==> config.mk <==
export PLATFORM = sky130hd
export DESIGN_NAME = pc_sequencer
export DESIGN_NICKNAME = d
export VERILOG_FILES = /design/src/rtl/pc_pkg.sv /design/src/rtl/pc_ret_stack.sv /design/src/rtl/pc_sequencer.sv
export SDC_FILE = /design/constraint.sdc
export NUM_CORES = 1
export LEC_CHECK = 0
export ABC_AREA = 1
export CORE_ASPECT_RATIO = 0.6
export CORE_MARGIN = 1
export CORE_UTILIZATION = 50
export CTS_BUF_LIST = sky130_fd_sc_hd__clkbuf_8
export DETAILED_ROUTE_END_ITERATION = 8
export PLACE_DENSITY = 0.79
export SKIP_LAST_GASP = 1
export SLEW_MARGIN = 10
export SYNTH_ARGS = -nofsm -noshare
export SYNTH_HDL_FRONTEND = slang
export SYNTH_SLANG_ARGS = --single-unit
==> constraint.sdc <==
create_clock -name CLK -period 2.6 [get_ports CLK]
set_clock_uncertainty 0.15 [all_clocks]
set_input_delay 0.39 -clock CLK [delete_from_list [all_inputs] [get_ports CLK]]
set_output_delay 0.39 -clock CLK [all_outputs]
set_load 0.02 [all_outputs]
==> src/rtl/pc_pkg.sv <==
// Shared types and helpers for the program-counter sequencer and its return stack.
package pc_pkg;

  typedef enum logic [2:0] {
    OP_INC  = 3'd0,
    OP_JMP  = 3'd1,
    OP_BRA  = 3'd2,
    OP_CALL = 3'd3,
    OP_RET  = 3'd4
  } pc_op_e;

  // Sequential step: leaving the wrap limit returns to the reset address, otherwise +1 modulo 2**aw.
  function automatic logic [31:0] pc_seq(input logic [31:0] pc,
                                         input logic [31:0] limit,
                                         input logic [31:0] rst_addr,
                                         input int unsigned aw);
    logic [31:0] mask;
    mask = (32'd1 << aw) - 32'd1;
    return (pc == limit) ? rst_addr : ((pc + 32'd1) & mask);
  endfunction

endpackage

==> src/rtl/pc_ret_stack.sv <==
// Return-address LIFO: one push or one pop per cycle, registered empty/full flags.
module pc_ret_stack
  import pc_pkg::*;
#(
  parameter int AW    = 6,
  parameter int DEPTH = 4
) (
  input  logic          clk,
  input  logic          rst_n,
  input  logic          push,
  input  logic          pop,
  input  logic [AW-1:0] din,
  output logic [AW-1:0] dout,
  output logic          empty,
  output logic          full
);

  localparam int SPW = $clog2(DEPTH + 1);
  localparam int IW  = (DEPTH > 1) ? $clog2(DEPTH) : 1;

  logic [AW-1:0]  mem [DEPTH];
  logic [SPW-1:0] sp;
  logic [SPW-1:0] sp_next;
  logic           do_push;
  logic           do_pop;

  assign do_push = push && !full;
  assign do_pop  = pop && !push && !empty;
  assign dout    = mem[IW'(sp - SPW'(1))];

  always_comb begin
    sp_next = sp;
    if (do_push) begin
      sp_next = sp + SPW'(1);
    end else if (do_pop) begin
      sp_next = sp - SPW'(1);
    end
  end

  always_ff @(posedge clk) begin
    if (!rst_n) begin
      sp    <= '0;
      empty <= 1'b1;
      full  <= 1'b0;
    end else begin
      sp    <= sp_next;
      empty <= (sp_next == '0);
      full  <= (sp_next == SPW'(DEPTH));
    end
  end

  // Storage is deliberately left out of reset; only the pointer defines what is valid.
  always_ff @(posedge clk) begin
    if (rst_n && do_push) begin
      mem[IW'(sp)] <= din;
    end
  end

endmodule

==> src/rtl/pc_sequencer.sv <==
// Program-counter sequencer: step/jump/branch/call/return with programmable wrap limit.
module pc_sequencer
  import pc_pkg::*;
#(
  parameter int AW          = 6,
  parameter int STACK_DEPTH = 4,
  parameter int WRAP_LIMIT  = 2**AW - 1,
  parameter int RESET_ADDR  = 0
) (
  input  logic          CLK,
  input  logic          RST_N,
  input  logic          EN,
  input  logic [2:0]    OP,
  input  logic [AW-1:0] TARGET,
  input  logic [AW-1:0] OFFSET,
  input  logic          ERR_CLR,
  output logic [AW-1:0] PC_OUT,
  output logic          WRAP,
  output logic          STK_EMPTY,
  output logic          STK_FULL,
  output logic          STK_ERR
);

  localparam logic [AW-1:0] LIMIT  = AW'(WRAP_LIMIT);
  localparam logic [AW-1:0] RST_PC = AW'(RESET_ADDR);

  logic [AW-1:0] pc;
  logic [AW-1:0] seq_pc;
  logic [AW-1:0] tgt;
  logic [AW-1:0] nxt_pc;
  logic [AW-1:0] top;
  logic          nxt_wrap;
  logic          use_tgt;
  logic          step;
  logic          push;
  logic          pop;
  logic          err_set;

  assign seq_pc = AW'(pc_seq(32'(pc), 32'(WRAP_LIMIT), 32'(RESET_ADDR), AW));
  assign PC_OUT = pc;

  pc_ret_stack #(
    .AW    (AW),
    .DEPTH (STACK_DEPTH)
  ) u_stack (
    .clk   (CLK),
    .rst_n (RST_N),
    .push  (push),
    .pop   (pop),
    .din   (seq_pc),
    .dout  (top),
    .empty (STK_EMPTY),
    .full  (STK_FULL)
  );

  // Stack overflow/underflow degrades to a plain step; out-of-range targets fall back to the reset address.
  always_comb begin
    nxt_pc   = pc;
    nxt_wrap = 1'b0;
    tgt      = TARGET;
    use_tgt  = 1'b0;
    step     = 1'b0;
    push     = 1'b0;
    pop      = 1'b0;
    err_set  = 1'b0;
    if (EN) begin
      case (pc_op_e'(OP))
        OP_JMP: use_tgt = 1'b1;
        OP_BRA: begin
          tgt     = pc + OFFSET;
          use_tgt = 1'b1;
        end
        OP_CALL: begin
          if (!STK_FULL) begin
            push    = 1'b1;
            use_tgt = 1'b1;
          end else begin
            step    = 1'b1;
            err_set = 1'b1;
          end
        end
        OP_RET: begin
          if (!STK_EMPTY) begin
            pop    = 1'b1;
            nxt_pc = top;
          end else begin
            step    = 1'b1;
            err_set = 1'b1;
          end
        end
        default: step = 1'b1;
      endcase
      if (step) begin
        nxt_pc   = seq_pc;
        nxt_wrap = (pc == LIMIT);
      end
      if (use_tgt) begin
        if (tgt > LIMIT) begin
          nxt_pc   = RST_PC;
          nxt_wrap = 1'b1;
        end else begin
          nxt_pc = tgt;
        end
      end
    end
  end

  always_ff @(posedge CLK) begin
    if (!RST_N) begin
      pc      <= RST_PC;
      WRAP    <= 1'b0;
      STK_ERR <= 1'b0;
    end else begin
      pc   <= nxt_pc;
      WRAP <= nxt_wrap;
      if (err_set) begin
        STK_ERR <= 1'b1;
      end else if (ERR_CLR) begin
        STK_ERR <= 1'b0;
      end
    end
  end

endmodule

# Yosys cells after proc, flatten, opt, wreduce, memory -nomap -nowiden
# Memory sizes are Yosys's and may differ from the RTL's.
# Cells that the tools add are included.
# classes
mux	31
n_lt_le_gt_ge	1
n_shift	0
n_bitwise	0
n_reduce_logical	13
eq_ne	7
div_mod_pow	0
addsub	4
multipliers	0
# op_table
cell	n
$mux 6	8
$mux 1	18
$add 6x1->6 const B	1
$add 6x6->6	1
$eq 3x2->1 const B	2
$eq 3x3->1 const B	2
$eq 6x6->1 const B	1
$gt 6x6->1 const B	1
$mux 3	2
$logic_and 1x1->1	4
$pmux 1 s2	2
$add 3x1->3 const B	1
$eq 3x1->1 const B	1
$logic_not 1->1	3
$logic_not 3->1	1
$ne 3x3->1 const B	1
$pmux 1 s3	1
$reduce_and 3->1	1
$reduce_bool 3->1	1
$sub 3x1->3 const B	1
$reduce_and 2->1	1
$reduce_bool 2->1	1
$reduce_or 2->1	1
# totals
romBits	0
ramBits	24
word_cells	63
out_inout_bits	10
reg_bits	13
mem_count	1
latchBits	0
in_bits	19
# mem_list
memory	words	width	rd	rd_clocked_by_memory_dff	wr	line	text
u_stack.mem	4	6	1	0	1	pc_ret_stack.sv:21	logic [AW-1:0] mem [DEPTH];

# Longest topological paths before layout
# Gate-level depths: netlist (run 1).
# logic_depth
ltp_word	9
mapped_depth	12
depth_no_buf	12

# Hierarchy
# A second synthesis (run 1) with hierarchy kept.
# hier_totals
cells_unflattened	259
area_unflattened_um2	2132.0
# modules_own_cells
mod	instances	seq_area_each_um2	area_each_um2	cells_each
pc_ret_stack	1	820.8	1282.5	121
pc_sequencer	1	160.2	849.6	138

# Worst setup path before layout (run 1)
# No wires, ideal clock.
# synth_timing
kind	reg-to-reg
startpoint	register pc[0], in the netlist PC_OUT[0]
endpoint	register pc[4], in the netlist PC_OUT[4]
path_slack_ns	0.631
stages_incl_launch_ff	12
setup_ns	0.117
required_ns	2.333
arrival_time_ns	1.702
period_less_slack_ns	1.969
n_path_buf	0
path_cell_list	dfxtp_1 ha_1 inv_1 fa_1 inv_1 nand3_1 nand3_1 nand3_1 nand3_1 nand2_1 nor2_1 nor2_1
# synth_via
elab_chain_cells	6
elab_cells_between_ends	10
classes_between	add/sub: 2; order compare: 1; eq/ne: 1; mux: 6
# synth_lines
element	line	text
start, declared	pc_sequencer.sv:27	logic [AW-1:0] pc;
start signal, assigned	pc_sequencer.sv:114	pc <= nxt_pc;
$add 6x6->6	pc_sequencer.sv:70	tgt = pc + OFFSET;
$mux 6	pc_sequencer.sv:67	case (pc_op_e'(OP))
$mux 6	pc_sequencer.sv:66	if (EN) begin
$gt 6x6->1	pc_sequencer.sv:98	if (tgt > LIMIT) begin
$mux 6	pc_sequencer.sv:98	
$mux 6 (*)	pc_sequencer.sv:97	if (use_tgt) begin
# Mark *: on every way between the ends. The rest lies on a longest branch, timed or not. The select of a mux whose other input is x is not followed.
# A chain may end at the register's enable or synchronous reset.

# Worst setup path after layout (run 1)
# Ends and elaborated chain as after synthesis.

==> impl_results.md, run 1 <==
- Peak Freq: 470 MHz
- Die area: 4470 µm²
- Internal power: 1.12 mW
- Largest net degree at the start of global routing: 17
- Initial antenna violation count: 0
- Leak pwr: 1.11 nW
- Sw Ratio: 24.5%
- Worst-skew pair later-pin latency: 0.29 ns
- Vias in the first global route: 1,652
- Post-synth top flop: edfxtp_1
- Synth area leaders: edfxtp_1, dfxtp_1, nand2_1, nor2_1, nand3_1
- Outcome: complete, no violations
- Pre-CTS setup slack: 0.247 ns
- Die Ht: 52.2 µm
- Final ANT Viol Nets: 0
- Worst path most repeated cell: nand3_1
- Cell Count Post-Placement: 337
- RD Place Congestion: 0.798
- Post-cts resize count: 0
- CTS clock-pin slew for the worst setup and hold paths: 0.08 ns
- Synth Instances: 259
- Syn Area/Cell: 8.10 µm²
- Fill count: 310
- CTS tree: built
- Net Switching: 0.363 mW
- Layout Nets: 327
- Final Non-Filler Cells: 345
- Vias: 1,895
- Post-route clock period utilization: 81.9%
- TritonRoute pass-1 iters: 5
- Clock power share: 40.2%
- Total track usage: 24.1%
- Final Critical Period: 2.13 ns
- Port bufs: 28
- Combinational power share: 15.2%
- EDFF count, synth: 24
- Critical Path Source Type: flop
- Worst Path Required: 2.64 ns
- Tightest Hold Check Type: reg -> reg
- Yosys warning total: 0
- Register area share after synthesis: 46.8%
- I/O pins: 29
- Worst path cell trace: ha_1 > inv_1 > fa_1 > inv_1 > nand3_1 > nand3_1 > nand3_1 > nand3_1 > nand2_1 > nor2_1 > nor2_1
- Maximum VDD drop: 402 µV
- Grt ovf: 0
- Setup Viol. Count Final: 0
- Mapped Nets: 289
- Drt first-iter violations: 131
- Max_slew headroom: 69.5%
- Slew @ Worst Pin: 0.457 ns
- Worst-path fanout max: 9
- Unrepaired setup endpoints after global routing: no
- Clk root buf: clkbuf_8
- DR WL/cell: 14.1 µm
- Vias per cell: 5.49
- Max-slew violation count: 0
- Reg area: 981 µm²
- Hold_buf cts: 0
- Max stage delay on crit path: 0.53 ns
- Post-route setup slack: 0.471 ns
- Sum Neg Setup Slack: 0 ns
- Floorplan core area: 3830 µm²
- Post-synthesis async set-or-reset flop share: 0%
- Critical path class: reg -> reg
- Area of the multi-input gates: 983 µm²
- Die X: 85.6 µm
- Row count: 17
- Top-area cell type share of the netlist area: 34.4%
- Area growth from synthesis to layout: 24.3%
- Starting Density: 54.8%
- Crit-path slowest cell: dfxtp_1
- Worst setup EP type: flop
- Drt drc: 0
- Post-CTS setup buffer count: 0
- Detailed placement HPWL: 3.54 mm
- Reg power frac: 44.6%
- Count of cell types in the netlist: 27
- Clock buffer depth: 2
- Critical path arrival: 2.17 ns
- Power Density: 569 nW/µm²
- Final Hold Fails: 0
- Maximum Capacitance Violations: 0
- CTS Buf Count: 5
- # diodes: 0
- H-tree levels: 2
- First-pass GRT wire length: 7.73 mm
- DRT Wirelength: 4.85 mm
- Layout cells sized above 1: 10.1%
- Seq cells post-synth: 37
- Largest area contributor in the netlist: edfxtp_1
- Clock tree sinks: 37
- Syn Std Cell Area: 2100 µm²
## critical path: cells and delay by family (launching register included)
kind | cells | cell delay (ns)
adders and majority gates | 2 | 0.62
DFF | 1 | 0.53
buffers and inverters | 2 | 0.13
and+or+nand+nor | 7 | 0.59
## cell usage in the layout (no fill, tap or decap), drive strengths merged
master,count
nor2,45
nand2,51
clkinv,1
o211ai,2
ha,10
edfxtp,24
nand4,2
dfxtp,13
a21oi,13
clkdlybuf4s50,28
inv,29
buf,8
fa,1
xor2,2
o21a,1
nand3,28
clkbuf,5
xnor2,2
o21ai,28
or2,2
bufinv,2
nand3b,1
## power groups by stage
stage          Sequential [mW]  Clock [mW]  Combinational, mW
2_1_floorplan            0.680           0              0.123
3_3_place_gp             0.673           0              0.215
3_5_place_dp             0.674           0              0.220
4_1_cts                  0.660       0.603              0.222
5_1_grt                  0.662       0.633              0.251
6_report                 0.661       0.596              0.225
## per-layer routing
layer  GRT usage [%]  vias up  part of all wire, %
met2            35.5       90                   42
met5               0        -                    0
met4            9.72        0                 0.74
met3            6.98        7                  7.3
li1                -      932                    -
met1            33.6      866                   50
## cell families after synthesis
| kind of cell | after synthesis | share of synthesized area, % |
|---|---|---|
| adder cells (fa/ha/maj) | 11 | 6.92 |
| XOR/XNOR | 4 | 1.67 |
| flip-flops | 37 | 46.8 |
| buffers and inverters | 34 | 6.32 |
| AO/OA/AOI/OAI | 44 | 11.2 |
| AND/OR/NAND/NOR | 129 | 27.1 |
## final timing paths
kind / startpoint / endpoint / slack (ns) / depth (start not counted)
setup reg to reg: PC_OUT[0] / PC_OUT[4] / 0.47 / 11
hold reg to reg: STK_ERR / STK_ERR / 0.31 / 2
hold / removal: STK_ERR / STK_ERR / 0.31 / 2
setup / recovery: PC_OUT[0] / PC_OUT[4] / 0.47 / 11
## synthesized netlist by cell type (3+ instances only)
master,n
nor2_2,3
edfxtp_1,24
buf_2,4
nand2_1,47
dfxtp_1,13
o21ai_0,22
o21ai_1,4
nor2_1,41
ha_1,10
nand2_2,4
inv_1,27
a21oi_1,13
nand3_1,26
## sequential cells by signal, summed over array words and instances, names as in the netlist
| signal | cells |
|---|---|
| u_stack.sp | 3 |
| u_stack.full | 1 |
| u_stack.empty | 1 |
| WRAP | 1 |
| STK_ERR | 1 |
| PC_OUT | 6 |
| u_stack.mem | 24 |
## layout make-up
class / instances / area share, %
Timing Repair Buffer: 36 / 13.1
Sequential cell: 37 / 37.6
Inverter: 29 / 4.18
Clock inverter: 3 / 2.50
Clock buffer: 5 / 2.64
Multi-Input combinational cell: 188 / 37.7
Tap cell: 47 / 2.26
## metrics by stage
step / instance area, µm² / hold slack [ns] / total power, mW / util (%)
detailed placement: 2470 / 0.309 / 0.894 / 64.6
global route: 2610 / 0.368 / 1.55 / 68.1
floorplan: 2100 / 0.351 / 0.803 / -
global placement: 2470 / 0.301 / 0.888 / 64.6
finish: 2610 / 0.313 / 1.48 / 68.1
CTS: 2610 / 0.321 / 1.48 / 68.1
No activity file was read; power rests on OpenSTA's default activity.
==> run 2: changes to the inputs <==
--- a/config.mk
+++ b/config.mk
@@ -11,7 +11,7 @@
 export CORE_UTILIZATION = 50
 export CTS_BUF_LIST = sky130_fd_sc_hd__clkbuf_8
 export DETAILED_ROUTE_END_ITERATION = 8
-export PLACE_DENSITY = 0.79
+export PLACE_DENSITY = 0.82
 export SKIP_LAST_GASP = 1
 export SLEW_MARGIN = 10
 export SYNTH_ARGS = -nofsm -noshare
==> constraint.sdc (replaced) <==
create_clock -name CLK -period 1.9 [get_ports CLK]
set_clock_uncertainty 0.15 [all_clocks]
set_input_delay 0.285 -clock CLK [delete_from_list [all_inputs] [get_ports CLK]]
set_output_delay 0.285 -clock CLK [all_outputs]
set_load 0.02 [all_outputs]
==> run 2 against run 1 <==
Net effect: die area unchanged; hold slack better by 0.0031 ns; combinational power up 58%; worst setup slack worse by 0.43 ns; non-clock buffer count up 19; core utilization up 3.9 points; flip-flop and latch count unchanged; highest routed layer unchanged; global-route usage down 0.52 points.
==> impl_results.md, run 2 (synthesis gave the netlist of run 1 again) <==
- DRT Wirelength: 4.86 mm (was 4.85 mm)
- GR Util met1: 35.1% (was 33.6%)
- Unrepaired setup endpoints after global routing: yes (was no)
- Worst-path fanout max: 7 (was 9)
- Slew @ Worst Pin: 0.396 ns (was 0.457 ns)
- Floorplan core area: 3830 µm² (unchanged)
- Row count: 17 (unchanged)
- Largest net degree at the start of global routing: 17 (unchanged)
- Crit-path slowest cell: clkdlybuf4s50_1 (was dfxtp_1)
- Worst-skew pair later-pin latency: 0.29 ns (about the same)
- I/O pins: 29 (unchanged)
- Total track usage: 23.6% (was 24.1%)
- Final Hold Fails: 0 (unchanged)
- TritonRoute pass-1 iters: 5 (unchanged)
- Hold Startpoint: STK_ERR (unchanged)
- Die Ht: 52.2 µm (unchanged)
- R2r startpoint: PC_OUT[0] (unchanged)
- Reg area: 983 µm² (was 981 µm²)
- Vias in the first global route: 1,646 (was 1,652)
- DR WL/cell: 13.4 µm (was 14.1 µm)
- RD Place Congestion: 0.888 (was 0.798)
- Drt drc: 0 (unchanged)
- Most frequent cells in the layout: nand2_1, nor2_1, buf_4 (was nand2_1, nor2_1, clkdlybuf4s50_1)
- Most common cell after layout, fill and taps aside: nand2_1 (unchanged)
- Area growth from synthesis to layout: 31.3% (was 24.3%)
- Min Hold Slack: 0.316 ns (was 0.313 ns)
- Final Critical Period: 1.86 ns
- CTS tree: built (unchanged)
- Die X: 85.6 µm (unchanged)
- Hold_buf cts: 0 (unchanged)
- Vias: 1,896 (was 1,895)
- Clock buffer depth: 2 (unchanged)
- Detailed placement HPWL: 3.70 mm (was 3.54 mm)
- Layout Nets: 346 (was 327)
- Worst setup path start: PC_OUT[0] (unchanged)
- Critical Path Source Type: flop (unchanged)
- Family with the most delay on the worst path: buffers and inverters (was adder cells)
- Maximum Capacitance Violations: 0 (unchanged)
- Cell Count Post-Placement: 355 (was 337)
- Outcome: complete, no violations (unchanged)
- Post-route clock period utilization: 97.8%
- Fill count: 297 (was 310)
- Slack of the worst reg-to-reg path: 0.08 ns (was 0.47 ns)
- CTS Buf Count: 5 (unchanged)
- Layout cells sized above 1: 18.0% (was 10.1%)
- First-pass GRT wire length: 7.81 mm (was 7.73 mm)
- Area of the multi-input gates: 997 µm² (was 983 µm²)
- Met2 global-route usage: 34.7% (was 35.5%)
- CTS clock-pin slew for the worst setup and hold paths: 0.08 ns (about the same)
- Fin util: 71.9% (was 68.1%)
- Drt first-iter violations: 121 (was 131)
- Max stage delay on crit path: 0.62 ns (was 0.53 ns)
- H-tree levels: 2 (unchanged)
- Critical path arrival: 1.42 ns (was 2.17 ns)
- Grt ovf: 0 (unchanged)
- Met3 global-route usage: 6.35% (was 6.98%)
- Clock tree sinks: 37 (unchanged)
- Die area: 4470 µm² (unchanged)
- Power Density: 707 nW/µm² (was 569 nW/µm²)
- Most used routing layer: met1 (was met2)
- Max-slew violation count: 0 (unchanged)
- FF-to-FF path depth: 10 (was 11)
- Maximum VDD drop: 668 µV (was 402 µV)
- Max_slew headroom: 73.5% (was 69.5%)
- Final Non-Filler Cells: 364 (was 345)
- # diodes: 0 (unchanged)
- Largest register by flop count: u_stack.mem (unchanged)
- Final ANT Viol Nets: 0 (unchanged)
- Clk root buf: clkbuf_8 (unchanged)
- Sum Neg Setup Slack: 0 ns (unchanged)
- Worst path cell trace: buf_4 > clkdlybuf4s50_1 (was ha_1 > inv_1 > fa_1 > inv_1 > nand3_1 > nand3_1 > nand3_1 > nand3_1 > nand2_1 > nor2_1 > nor2_1)
- Leak pwr: 1.23 nW (was 1.11 nW)
- Max reg flops: 24 (unchanged)
- Critical path class: reg -> out (was reg -> reg)
- Worst setup EP type: output port (was flop)
- Port bufs: 28 (unchanged)
- RR Endpoint: PC_OUT[2] (was PC_OUT[4])
- Initial antenna violation count: 0 (unchanged)
- Worst Hold Path EP: STK_ERR (unchanged)
- CP Buf/Inv Count: 2 (unchanged)
- Hold path cells: 2 (unchanged)
- Vias per cell: 5.21 (was 5.49)
- Starting Density: 54.8% (unchanged)
- Setup Viol. Count Final: 0 (unchanged)
- Tightest Hold Check Type: reg -> reg (unchanged)
- Worst Path Required: 1.46 ns (was 2.64 ns)
- Peak Freq: 538 MHz
[run 2: timing repair]
item	in CTS	in global routing
endpoints found under the setup margin	2	4
resized for setup	4	7
buffers inserted	1	0
pin swaps	2	6
[run 2: worst max path at each step]
| stage | to | slack, ns | depth (start not counted) |
|---|---|---|---|
| floorplan | PC_OUT[5] | 0.06 | 12 |
| detailed placement | PC_OUT[2] | -0.41 | 11 |
| global route | PC_OUT[2] | -0.03 | 10 |
| CTS | PC_OUT[2] | -0.002 | 11 |
| global placement | PC_OUT[2] | -0.27 | 11 |
| finish | PC_OUT[0] | 0.04 | 2 |
[run 2: area by class of cell]
class,count,share of cell area [%]
multi-input cells,188,36.2
repair buffers,55,17.8
inverters,29,3.95
well taps,47,2.14
clock inverters,3,1.68
flip-flops and latches,37,35.7
clock buffers,5,2.50
[run 2: report_power, final]
part / internal, mW / switching [mW] / total [mW] / leakage, nW
combinational: 0.163 / 0.193 / 0.355 / 0.849
sequential: 0.879 / 0.0178 / 0.897 / 0.325
clock: 0.393 / 0.301 / 0.694 / 0.0543
[run 2: worst register-to-register path, delay by kind of cell (launching register included)]
kind	cells	cell delay, ns
flip-flops	1	0.35
buffers and inverters	3	0.19
adder cells (fa/ha/maj)	2	0.59
AND/OR/NAND/NOR	1	0.04
AO/OA/AOI/OAI	4	0.45
[run 2: through the flow]
| stage | instance area [µm²] | setup slack (ns) | power [mW] |
|---|---|---|---|
| CTS | 2740 | -0.00193 | 1.95 |
| floorplan | 2100 | 0.0570 | 1.10 |
| global placement | 2610 | -0.266 | 1.25 |
| detailed placement | 2610 | -0.406 | 1.26 |
| global route | 2750 | -0.0256 | 2.04 |
| finish | 2750 | 0.0415 | 1.95 |
[run 2: routing by layer]
metal,share of wire [%],up-vias
li1,-,970
met1,50,850
met2,40,72
met3,9.5,4
met4,0.47,0
met5,0,-
==> variant, RTL diff (config.mk and constraints of run 2) <==
The parameter `STACK_DEPTH` goes from 4 to 2.
--- a/src/rtl/pc_sequencer.sv
+++ b/src/rtl/pc_sequencer.sv
@@ -4,5 +4,5 @@
 #(
   parameter int AW          = 6,
-  parameter int STACK_DEPTH = 4,
+  parameter int STACK_DEPTH = 2,
   parameter int WRAP_LIMIT  = 2**AW - 1,
   parameter int RESET_ADDR  = 0
Behaviour: not the same (a bounded check fails within 4 cycles, from zero or initial values and one cycle with RST_N low).
==> variant against run 2 <==
  * Count of clock-buffer cells in the layout decreased by 2
  * Worst setup slack better by 0.028 ns
  * Largest cell class unchanged
  * Sequential cell count shrank 13
  * Synthesized cell count is 29% lower
  * Area after synthesis is 32% lower
  * Routed wire length down 23%
  * Design area shrank 30%
  * Total power down 32%
  * Worst hold slack improved by 0.0024 ns
  * First-iteration DRC count fell by 4.1%
  * Register-to-register slack better by 0.06 ns
  * Critical path type unchanged
==> variant: results (changes against run 2) <==
{| class="wikitable"
! Metric !! Value
|-
| Outcome || finished clean
|-
| Final critical-path share of the clock period || 96.4% (-1.4 points)
|-
| Leading cell types by total area after synthesis || sky130_fd_sc_hd__edfxtp_1, sky130_fd_sc_hd__dfxtp_1, sky130_fd_sc_hd__nand2_1
|-
| Mux cell area share after synthesis || 0.703% (+0.70 points)
|-
| Share of cells above drive strength 1 || 13.5% (-4.4 points)
|-
| Post-detail-place hpwl || 3.07 mm (-17%)
|-
| Via Count || 1431 (-25%)
|-
| Share of synthesized cell area in full adder, half adder and majority cells || 6.68% (-0.24 points)
|-
| Met1 WL || 1.72 mm (-29%)
|-
| Post-Synth XOR/XNOR Area || 1.85% (+0.17 points)
|-
| Number of different library cells in the post-synthesis netlist || 29 (+7.4%)
|-
| Weighted congestion reported at the end of routability-driven placement || 0.884 (-0.42%)
|-
| Worst R2R Setup Slack || 0.14 ns (+0.06 ns)
|-
| Terminus of the critical flop-to-flop path || PC_OUT[1]$_SDFFE_PN0P_
|-
| Mapped Avg Cell Area || 7.70 um2 (-4.9%)
|-
| Worst Reg2Reg Path Length in Cells || 6 (-4)
|-
| Compound-cell area share of the yosys netlist || 15.1% (+3.9 points)
|-
| Pre-CTS WS || -0.204 ns (+0.202 ns)
|-
| Number of buffers inserted to repair setup after CTS || 0 (-1)
|-
| Number of nets in the synthesized netlist || 211 (-27%)
|-
| Maximum number of pins on one net before global-route repair || 15 (-2)
|-
| Resized Gates After CTS || 0 (-4)
|-
| Max FO, Critical Path || 6 (-1)
|-
| Largest stage delay, worst path || 0.66 ns (+0.04 ns)
|-
| Post-synth EDFFs || 12 (-50%)
|-
| Leak pwr || 0.000844 uW (-31%)
|-
| Sequential element share of the synthesized area || 42.2% (-4.6 points)
|-
| Vias in the first global route || 1311 (-20%)
|-
| Drt initial violations || 116 (-4.1%)
|-
| Met2 WL post-DR || 1.66 mm (-15%)
|-
| Post-layout nets || 256 (-26%)
|-
| Global-route wire length before repair || 6.09 mm (-22%)
|-
| Number of clock buffers inserted by TritonCTS || 3 (-2)
|-
| Data arrival at the endpoint of the critical path || 1.40 ns (-0.02 ns)
|-
| Avg Vias per Cell || 5.48 (+5.3%)
|}
-- variant: stage by stage --
stage / utilization (%) / cell area, um2 / power (uW)
final: 73.9 / 1920 / 1310
after global routing: 73.9 / 1920 / 1360
after CTS: 73.8 / 1910 / 1310
after detailed placement: 71.1 / 1840 / 875
after global placement: 71.1 / 1840 / 862
after floorplan: - / 1420 / 740
-- variant: cell type report --
type | instances | area [um2]
fillers | 184 | 676
inverters | 21 | 78.8
repair buffers | 43 | 393
clock buffers | 3 | 41.3
multi-input cells | 137 | 733
flip-flops and latches | 24 | 601
well taps | 32 | 40.0
clock inverters | 1 | 30.0
-- variant: power by group through the flow --
| stage | Sequential [uW] | Clock, uW | Combinational [uW] |
|---|---|---|---|
| global route | 585 | 463 | 316 |
| global placement | 594 | 0 | 268 |
| detailed placement | 595 | 0 | 280 |
| floorplan | 605 | 0 | 136 |
| finish | 583 | 444 | 287 |
| CTS | 583 | 450 | 282 |
-- variant: worst max-delay path by stage --
stage | cells after the start | end | from
final | 1 | PC_OUT[1] | PC_OUT[1]$_SDFFE_PN0P_
after global routing | 8 | PC_OUT[2]$_SDFFE_PN0P_ | OP[0]
after CTS | 8 | PC_OUT[2]$_SDFFE_PN0P_ | OFFSET[0]
after detailed placement | 8 | PC_OUT[2]$_SDFFE_PN0P_ | OFFSET[0]
after global placement | 10 | PC_OUT[4]$_SDFFE_PN0P_ | OFFSET[0]
after floorplan | 9 | PC_OUT[4]$_SDFFE_PN0P_ | PC_OUT[0]$_SDFFE_PN0P_
-- variant: routing by layer --
metal / vias to the layer above / track usage, %
li1: 707 / -
met1: 652 / 37.9
met2: 66 / 42.3
met3: 6 / 5.12
met4: 0 / 6.00
met5: - / 0
